File: src/rtl/multicycle_control_pkg.sv
// Shared types and encodings for the multicycle RV32I control unit.
package multicycle_control_pkg;

    typedef enum logic [3:0] {
        S_FETCH,
        S_DECODE,
        S_MEMADR,
        S_MEMREAD,
        S_MEMWB,
        S_MEMWRITE,
        S_EXECR,
        S_EXECI,
        S_ALUWB,
        S_BRANCH,
        S_JALRADR,
        S_JAL,
        S_UPPER,
        S_TRAP
    } state_t;

    localparam logic [6:0] OP_LOAD   = 7'b0000011;
    localparam logic [6:0] OP_STORE  = 7'b0100011;
    localparam logic [6:0] OP_R      = 7'b0110011;
    localparam logic [6:0] OP_I      = 7'b0010011;
    localparam logic [6:0] OP_BRANCH = 7'b1100011;
    localparam logic [6:0] OP_JAL    = 7'b1101111;
    localparam logic [6:0] OP_JALR   = 7'b1100111;
    localparam logic [6:0] OP_LUI    = 7'b0110111;
    localparam logic [6:0] OP_AUIPC  = 7'b0010111;

    localparam logic [1:0] RES_ALUOUT    = 2'b00;
    localparam logic [1:0] RES_DATA      = 2'b01;
    localparam logic [1:0] RES_ALURESULT = 2'b10;

    localparam logic [1:0] SRCA_PC    = 2'b00;
    localparam logic [1:0] SRCA_OLDPC = 2'b01;
    localparam logic [1:0] SRCA_RS1   = 2'b10;
    localparam logic [1:0] SRCA_ZERO  = 2'b11;

    localparam logic [1:0] SRCB_RS2  = 2'b00;
    localparam logic [1:0] SRCB_IMM  = 2'b01;
    localparam logic [1:0] SRCB_FOUR = 2'b10;

    localparam logic [2:0] IMM_I = 3'b000;
    localparam logic [2:0] IMM_S = 3'b001;
    localparam logic [2:0] IMM_B = 3'b010;
    localparam logic [2:0] IMM_J = 3'b011;
    localparam logic [2:0] IMM_U = 3'b100;

    localparam logic [1:0] ALU_OP_ADD   = 2'b00;
    localparam logic [1:0] ALU_OP_SUB   = 2'b01;
    localparam logic [1:0] ALU_OP_FUNCT = 2'b10;

    localparam logic [2:0] ALU_ADD = 3'b000;
    localparam logic [2:0] ALU_SUB = 3'b001;
    localparam logic [2:0] ALU_AND = 3'b010;
    localparam logic [2:0] ALU_OR  = 3'b011;
    localparam logic [2:0] ALU_SLT = 3'b101;

    // Immediate format selected purely from the opcode.
    function automatic logic [2:0] imm_src_of(input logic [6:0] opcode);
        case (opcode)
            OP_STORE:        return IMM_S;
            OP_BRANCH:       return IMM_B;
            OP_JAL:          return IMM_J;
            OP_LUI, OP_AUIPC: return IMM_U;
            default:         return IMM_I;
        endcase
    endfunction

endpackage

File: src/rtl/multicycle_control_alu_decoder.sv
// ALU operation decoder: alu_op plus funct fields to a 3-bit ALU control code.
module multicycle_control_alu_decoder
    import multicycle_control_pkg::*;
(
    input  logic [1:0] alu_op,
    input  logic [2:0] funct3,
    input  logic       funct7_5,
    input  logic       op_5,
    output logic [2:0] alu_control_c
);

    // Unsupported funct3 values fall back to add rather than trapping.
    always_comb begin
        alu_control_c = ALU_ADD;
        case (alu_op)
            ALU_OP_SUB: alu_control_c = ALU_SUB;
            ALU_OP_FUNCT: begin
                case (funct3)
                    3'b000:  alu_control_c = (op_5 && funct7_5) ? ALU_SUB : ALU_ADD;
                    3'b010:  alu_control_c = ALU_SLT;
                    3'b110:  alu_control_c = ALU_OR;
                    3'b111:  alu_control_c = ALU_AND;
                    default: alu_control_c = ALU_ADD;
                endcase
            end
            default: alu_control_c = ALU_ADD;
        endcase
    end

endmodule

File: src/rtl/multicycle_control.sv
// Moore control FSM for the shared-memory multicycle RV32I datapath.
module multicycle_control
    import multicycle_control_pkg::*;
#(
    parameter int unsigned ALU_CTRL_W    = 3,
    parameter bit          EN_UPPER      = 1'b1,
    parameter bit          EN_JALR       = 1'b1,
    parameter bit          MEM_HANDSHAKE = 1'b1
) (
    input  logic                  clk,
    input  logic                  rst_n,
    input  logic [31:0]           instr,
    input  logic                  zero,
    input  logic                  mem_ready,
    output logic                  pc_write,
    output logic                  ir_write,
    output logic                  adr_src,
    output logic                  mem_read,
    output logic                  mem_write,
    output logic                  reg_write,
    output logic [1:0]            result_src,
    output logic [1:0]            alu_src_a,
    output logic [1:0]            alu_src_b,
    output logic [2:0]            imm_src,
    output logic [ALU_CTRL_W-1:0] alu_control,
    output logic                  illegal
);

    state_t      state_q, state_d;
    logic        illegal_q, illegal_d;
    logic [1:0]  alu_op_c;
    logic [2:0]  alu_ctrl_c;
    logic [6:0]  opcode;
    logic        mem_ready_c;
    logic        unused_instr_bits;

    assign opcode            = instr[6:0];
    assign mem_ready_c       = MEM_HANDSHAKE ? mem_ready : 1'b1;
    assign unused_instr_bits = ^{instr[31], instr[29:15], instr[11:7]};
    assign illegal           = illegal_q;
    assign alu_control       = ALU_CTRL_W'(alu_ctrl_c);

    multicycle_control_alu_decoder u_alu_decoder (
        .alu_op        (alu_op_c),
        .funct3        (instr[14:12]),
        .funct7_5      (instr[30]),
        .op_5          (instr[5]),
        .alu_control_c (alu_ctrl_c)
    );

    // State and sticky trap flag registers.
    always_ff @(posedge clk) begin
        if (!rst_n) begin
            state_q   <= S_FETCH;
            illegal_q <= 1'b0;
        end else begin
            state_q   <= state_d;
            illegal_q <= illegal_d;
        end
    end

    // Next-state and per-state datapath controls.
    always_comb begin
        state_d    = state_q;
        pc_write   = 1'b0;
        ir_write   = 1'b0;
        adr_src    = 1'b0;
        mem_read   = 1'b0;
        mem_write  = 1'b0;
        reg_write  = 1'b0;
        result_src = RES_ALUOUT;
        alu_src_a  = SRCA_PC;
        alu_src_b  = SRCB_RS2;
        alu_op_c   = ALU_OP_ADD;
        imm_src    = imm_src_of(opcode);

        case (state_q)
            S_FETCH: begin
                mem_read   = 1'b1;
                alu_src_b  = SRCB_FOUR;
                result_src = RES_ALURESULT;
                if (mem_ready_c) begin
                    ir_write = 1'b1;
                    pc_write = 1'b1;
                    state_d  = S_DECODE;
                end
            end
            S_DECODE: begin
                alu_src_a = SRCA_OLDPC;
                alu_src_b = SRCB_IMM;
                case (opcode)
                    OP_LOAD, OP_STORE: state_d = S_MEMADR;
                    OP_R:              state_d = S_EXECR;
                    OP_I:              state_d = S_EXECI;
                    OP_BRANCH:         state_d = S_BRANCH;
                    OP_JAL:            state_d = S_JAL;
                    OP_JALR:           state_d = EN_JALR ? S_JALRADR : S_TRAP;
                    OP_LUI, OP_AUIPC:  state_d = EN_UPPER ? S_UPPER : S_TRAP;
                    default:           state_d = S_TRAP;
                endcase
            end
            S_MEMADR: begin
                alu_src_a = SRCA_RS1;
                alu_src_b = SRCB_IMM;
                state_d   = (opcode == OP_STORE) ? S_MEMWRITE : S_MEMREAD;
            end
            S_MEMREAD: begin
                adr_src  = 1'b1;
                mem_read = 1'b1;
                if (mem_ready_c) state_d = S_MEMWB;
            end
            S_MEMWB: begin
                result_src = RES_DATA;
                reg_write  = 1'b1;
                state_d    = S_FETCH;
            end
            S_MEMWRITE: begin
                adr_src   = 1'b1;
                mem_write = 1'b1;
                if (mem_ready_c) state_d = S_FETCH;
            end
            S_EXECR: begin
                alu_src_a = SRCA_RS1;
                alu_src_b = SRCB_RS2;
                alu_op_c  = ALU_OP_FUNCT;
                state_d   = S_ALUWB;
            end
            S_EXECI: begin
                alu_src_a = SRCA_RS1;
                alu_src_b = SRCB_IMM;
                alu_op_c  = ALU_OP_FUNCT;
                state_d   = S_ALUWB;
            end
            S_ALUWB: begin
                reg_write = 1'b1;
                state_d   = S_FETCH;
            end
            S_BRANCH: begin
                alu_src_a = SRCA_RS1;
                alu_src_b = SRCB_RS2;
                alu_op_c  = ALU_OP_SUB;
                pc_write  = zero ^ instr[12];
                state_d   = S_FETCH;
            end
            S_JALRADR: begin
                alu_src_a = SRCA_RS1;
                alu_src_b = SRCB_IMM;
                state_d   = S_JAL;
            end
            S_JAL: begin
                alu_src_a = SRCA_OLDPC;
                alu_src_b = SRCB_FOUR;
                pc_write  = 1'b1;
                state_d   = S_ALUWB;
            end
            S_UPPER: begin
                alu_src_a = (opcode == OP_LUI) ? SRCA_ZERO : SRCA_OLDPC;
                alu_src_b = SRCB_IMM;
                state_d   = S_ALUWB;
            end
            S_TRAP: begin
                state_d = S_TRAP;
            end
            default: begin
                state_d = S_FETCH;
            end
        endcase

        illegal_d = illegal_q || (state_d == S_TRAP);

        // No side effects while reset is held.
        if (!rst_n) begin
            pc_write  = 1'b0;
            ir_write  = 1'b0;
            mem_read  = 1'b0;
            mem_write = 1'b0;
            reg_write = 1'b0;
        end
    end

endmodule
File: config.mk
export PLATFORM = sky130hd
export DESIGN_NAME = multicycle_control
export DESIGN_NICKNAME = d
export VERILOG_FILES = /design/src/rtl/multicycle_control_pkg.sv /design/src/rtl/multicycle_control_alu_decoder.sv /design/src/rtl/multicycle_control.sv
export SDC_FILE = /design/constraint.sdc
export NUM_CORES = 1
export LEC_CHECK = 0
export CAP_MARGIN = 25
export CORE_UTILIZATION = 32
export DETAILED_ROUTE_END_ITERATION = 10
export PLACE_DENSITY = 0.85
export SLEW_MARGIN = 20
export SYNTH_ARGS = -nofsm -noshare
export SYNTH_HDL_FRONTEND = slang
export SYNTH_HIERARCHICAL = 1
export SYNTH_SLANG_ARGS = --single-unit
File: constraint.sdc
create_clock -name clk -period 1.55 [get_ports clk]
set_input_delay 0.2325 -clock clk [delete_from_list [all_inputs] [get_ports clk]]
set_output_delay 0.2325 -clock clk [all_outputs]
set_load 0.005 [all_outputs]
**After elaboration in Yosys (flattened, before gate mapping)**

Index checks and enable logic that the tools add are counted.
Widths: inputs -> output; s select.

- Register bits after elaboration: 5
- Logic and storage cells: 73
- Output and inout port bits: 19

- Bitwise logic cells: 1
- Reduce and logical (&&, ||, !) cells: 15
- Equality and inequality tests: 28
- Muxes and demuxes: 27

Operator list:

| cell | count |
|---|---|
| $pmux 4 s8 | 1 |
| $eq 4x4->1 const B | 7 |
| $pmux 4 s7 | 1 |
| $pmux 3 s4 | 2 |
| $eq 7x6->1 const B | 3 |
| $eq 7x7->1 const B | 3 |
| $eq 4x3->1 const B | 4 |
| $reduce_or 2->1 | 8 |
| $eq 7x5->1 const B | 2 |
| $mux 1 | 12 |
| $mux 4 | 3 |
| $pmux 2 s2 | 3 |
| $reduce_or 5->1 | 2 |
| $eq 4x2->1 const B | 2 |
| $eq 7x2->1 const B | 1 |
| $eq 3x3->1 const B | 2 |
| $pmux 2 s3 | 1 |
| $pmux 3 s2 | 1 |
| $eq 4x1->1 const B | 1 |
| $logic_not 4->1 | 1 |
| $reduce_or 4->1 | 1 |
| $eq 3x2->1 const B | 1 |
| $logic_not 3->1 | 1 |
| $mux 3 | 1 |
| 7 further kinds | 7 |

**Longest topological paths before layout**

- Depth in word-level cells: 6
- Gate-level depth with buffers: 7
- Gate-level depth less buffers: 6

**Hierarchy**

The synthesis kept the hierarchy.

Modules (own cells, without submodules):

| module | sequential area each (sq um) | times used | area each (sq um) | cells each |
|---|---|---|---|---|
| multicycle_control | 100.1 | 1 | 745.7 | 102 |
| multicycle_control_alu_decoder | 0.0 | 1 | 96.3 | 11 |

**Worst setup path after synthesis**

OpenSTA, ideal clock, no wires.

- Path type: register to output
- Start: register state_q[1]
- End: output port alu_control[2]
- Setup slack: -0.104 ns
- Buffers on the path: 1
- Data arrival time: 1.421 ns
- Cell stages (with the launch flop): 7
- Cells stage by stage: dfxtp_1 > buf_6 > nand2b_4 > nor2_1 > inv_1 > ha_1 > nor4b_1

- Cells in the longest elaborated chain, start to end: 5
- Elaborated cells between the ends (all ways): 8
- Those cells by class: eq/ne: 5; mux: 2; reduce/logical: 1

Ends and longest elaborated chain:

| what | RTL line | RTL |
|---|---|---|
| start: declaration | multicycle_control.sv:29 | `state_t state_q, state_d;` |
| start signal: assignment | multicycle_control.sv:57 | `state_q <= state_d;` |
| $eq 4x3->1 | multicycle_control.sv:77 | `case (state_q)` |
| $reduce_or 2->1 (no line) | n/a |  |
| $pmux 2 s2 * | multicycle_control.sv:77 |  |
| net alu_op_c[0] | multicycle_control.sv:31 | `logic [1:0] alu_op_c;` |
| $eq 2x2->1 / $eq 2x1->1 (equally long branches) | multicycle_control_alu_decoder.sv:15 | `case (alu_op)` |
| $pmux 3 s2 * | multicycle_control_alu_decoder.sv:15 |  |
| end: declaration | multicycle_control.sv:25 | `output logic [ALU_CTRL_W-1:0] alu_control,` |

Mark *: on every way through the listed nets, which the timed path passes. The rest lies on a longest branch.

**Final worst setup path**

- Start: register state_q[2]
- End: output port alu_control[1]

The elaborated chain is that of the path after synthesis.

==> impl_metrics.py <==
metrics = {
    "timing": {
        "final_period_minus_worst_setup_slack_ns": 1.81,
        "final_max_tran_viols": 0,
        "rsz0062_at_grt": "yes",
        "worst_clock_skew_ns": 0.00253,
        "finalSetupViolCount": 13,
        "final.period_utilization_pct": 117,
        "worst-slew-pin-transition_ns": 0.240,
        "slew_headroom_pct": 83.9,
        "timing.final.ws_setup_ns": -0.263,
        "fmax_mhz": 552,
        "final_hold_viol_count": 0,
    },
    "route": {
        "wirelength_um": 3700,
        "drt_drc_violations_left": 0,
        "antenna_left": 0,
        "wire_per_inst_um": 16.2,
        "drt_pass1_iterations": 4,
        "vias": 1231,
        "drt_first_iter_violations": 17,
        "avgViaCountPerCell": 5.38,
    },
    "final_layout": {
        "n_antenna_cell": 0,
        "register_area_sq_um": 115,
        "post-route-util_pct": 76.1,
        "finalNetCount": 238,
        "final_layout_size_suffix_gt1_share_pct": 64.8,
        "fillCellCount": 156,
        "area_taken_by_multi_input_logic_gates_sq_um": 895,
        "area_growth_pct": 124,
    },
    "power": {
        "sequentialPowerShare_pct": 12.7,
        "power.combinational.fraction_pct": 77.2,
        "total_power_consumption_of_the_routed_design_mw": 1.47,
        "pleak_nw": 0.831,
        "netSwitchingFraction_pct": 38.7,
        "net-switching-power_uw": 569,
        "internal_power_uw": 900,
        "pwr-share-clk_pct": 10.2,
        "power_density_nw_per_um2": 780,
        "vdd.ir_drop.worst_uv": 777,
    },
    "worst_setup_path": {
        "crit_arrival_ns": 1.58,
        "endpoint_kind": "primary output",
        "crit-reg2reg-launch": "state_q[2]",
        "worstPathMaxFanout": 3,
        "worstSetupStartpoint": "state_q[2]",
        "startpoint_type": "flop",
        "setup.worst_path.class": "flop to primary output",
        "worst_path_largest_cell_delay_ns": 0.35,
        "timing.critical_path.slowest_stage_cell": "sky130_fd_sc_hd__dfxtp_4",
        "cp.required_ns": 1.32,
        "critical_path.cell_chain": "nand2b_4 -> nor2_4 -> inv_2 -> ha_4 -> and4b_2 -> buf_2",
        "cp_top_family": "simple AND/OR/NAND/NOR gates",
        "critical_path.n_buffers_inverters": 2,
    },
    "synthesis": {
        "synth_commonest_cells": "sky130_fd_sc_hd__nor2_1, sky130_fd_sc_hd__nand2_1, sky130_fd_sc_hd__inv_1",
        "most_common_cell_in_the_synthesized_netlist": "sky130_fd_sc_hd__nor2_1",
        "number_of_enable_type_register_cells_in_the_synthesized_netlist": 0,
        "ys_types": 46,
        "synthesis.instances": 113,
        "synth.ff_latch_count": 5,
        "postSynthAreaPerCell_sq_um": 7.45,
        "yosys_warnings": 6,
        "synth_seq_area_share_pct": 11.9,
        "synth_top_area_cell": "sky130_fd_sc_hd__dfxtp_1",
        "yosys_most_used_dff": "sky130_fd_sc_hd__dfxtp_1",
        "netlist_top_cells_area": "sky130_fd_sc_hd__dfxtp_1, sky130_fd_sc_hd__nor2_1, sky130_fd_sc_hd__buf_6",
        "mappedNetlistArea_sq_um": 842,
        "synth_async_sr_flop_share_pct": 0,
        "synth.top_cell.area_share_pct": 11.9,
        "synth_fp_nets": 151,
    },
    "global_route": {
        "grt_pass1_vias": 1221,
        "pin_count_of_the_biggest_net_entering_global_routing": 9,
        "grt_antenna_before_repair": 0,
        "gr-usage-all-layers_pct": 25.8,
        "wire_length_of_the_first_global_routing_pass_um": 5350,
        "grt.overflow.total": 0,
    },
    "status": {
        "run_status": "finished, violations left",
        "failed_checks": "negative setup slack",
    },
    "clock_network": {
        "cts_root_buffer": "sky130_fd_sc_hd__clkbuf_4",
        "cts-buffers-inserted": 3,
        "cts_htree_levels": 1,
        "holdBufCountCts": 0,
        "numClockSinks": 5,
        "cts_tree": "built",
        "insertion_delay_ns": 0.24,
        "path_clk_slew_ns": 0.04,
        "clock_path_buffers": 2,
    },
    "die": {
        "floorplan.die_area_sq_um": 2840,
        "die_width_um": 53.3,
        "chipHeight_um": 53.3,
        "floorplan.rows": 18,
        "coreArea_sq_um": 2480,
        "number_of_i_o_pins": 55,
        "floorplan.initialDensity_pct": 34.0,
    },
    "run": {
        "drv_cap": 0,
    },
    "min_path": {
        "holdCritStartpoint": "illegal",
        "min_path_type": "flop to flop",
    },
    "place": {
        "finalWeightedCongestion": 0.842,
        "io_buffers": 33,
        "hpwl_um": 2030,
    },
}
worst register-to-register path: cells and delay by family (launching register included):
family / cells / cell delay (ns)
AOI/OAI and AO/OA: 4 / 0.59
buffers and inverters: 4 / 0.46
DFF: 1 / 0.36
and+or+nand+nor: 1 / 0.04
sequential cells by signal, summed over array words and instances, names as in the netlist:
register  count
state_q       4
illegal       1
final timing paths:
path               endpoint  cells past startpoint  slack [ns]
max          alu_control[1]                      6       -0.26
min reg2reg         illegal                      2        0.48
max reg2reg         illegal                      9       -0.02
min                 illegal                      2        0.48
layout make-up:
| cell class | count | share of cell area (%) |
|---|---|---|
| inverters | 7 | 1.39 |
| multi-input cells | 94 | 47.5 |
| well taps | 30 | 1.99 |
| repair buffers | 89 | 41.6 |
| clock buffers | 4 | 1.39 |
| flip-flops and latches | 5 | 6.11 |
cells in the final DEF, fill, tap and decap left out, drive strengths merged, types with 4 or more instances in the layout:
master         count
nand2b             8
buf               72
inv                7
clkbuf             6
nand2             10
clkdlybuf4s50      6
nor2              14
o21ai              6
nor3               5
nor2b              4
dlygate4sd2        7
dfxtp              5
timing repair:
| item | in CTS | in global routing |
|---|---|---|
| buffers inserted | 18 | 13 |
| resized for setup | 144 | 25 |
| hold endpoints to repair | 0 | 0 |
| pin swaps | 22 | 21 |
| endpoints found under the setup margin | 21 | 22 |
logic make-up after synthesis:
| family | count (synthesis) | share of synthesized area [%] |
|---|---|---|
| simple gates | 63 | 45.5 |
| compound gates | 25 | 22.9 |
| buf+inv | 14 | 12.6 |
| flops | 5 | 11.9 |
| xor+xnor | 4 | 4.16 |
| fa+ha+maj | 2 | 2.97 |
power groups by stage:
stage | clock network, mW | logic, mW | registers [mW]
final | 0.149 | 1.13 | 0.186
after CTS | 0.153 | 0.997 | 0.182
after detailed placement | 0 | 0.712 | 0.171
after global placement | 0 | 0.691 | 0.169
after global routing | 0.167 | 1.20 | 0.189
after floorplan | 0 | 0.363 | 0.175
per-layer routing:
metal  track usage [%]  vias up  routed length, um
li1                  -      593                  -
met1              26.1      579               1400
met2              51.5       46               2040
met3              4.02       13                139
met4              9.21        0                114
met5                 0        -                  0
metrics by stage:
step	hold slack (ns)	setup WS [ns]	TNS, ns	instances	cell area [sq um]
detailed placement	0.463	-0.674	-6.98	200	1380
finish	0.480	-0.263	-1.38	229	1880
floorplan	0.351	0.0424	0	113	863
global route	0.514	-0.311	-2.29	229	1880
CTS	0.477	-0.237	-0.867	220	1760
global placement	0.465	-0.651	-6.43	200	1380
No activity file was read; power rests on OpenSTA's default activity.
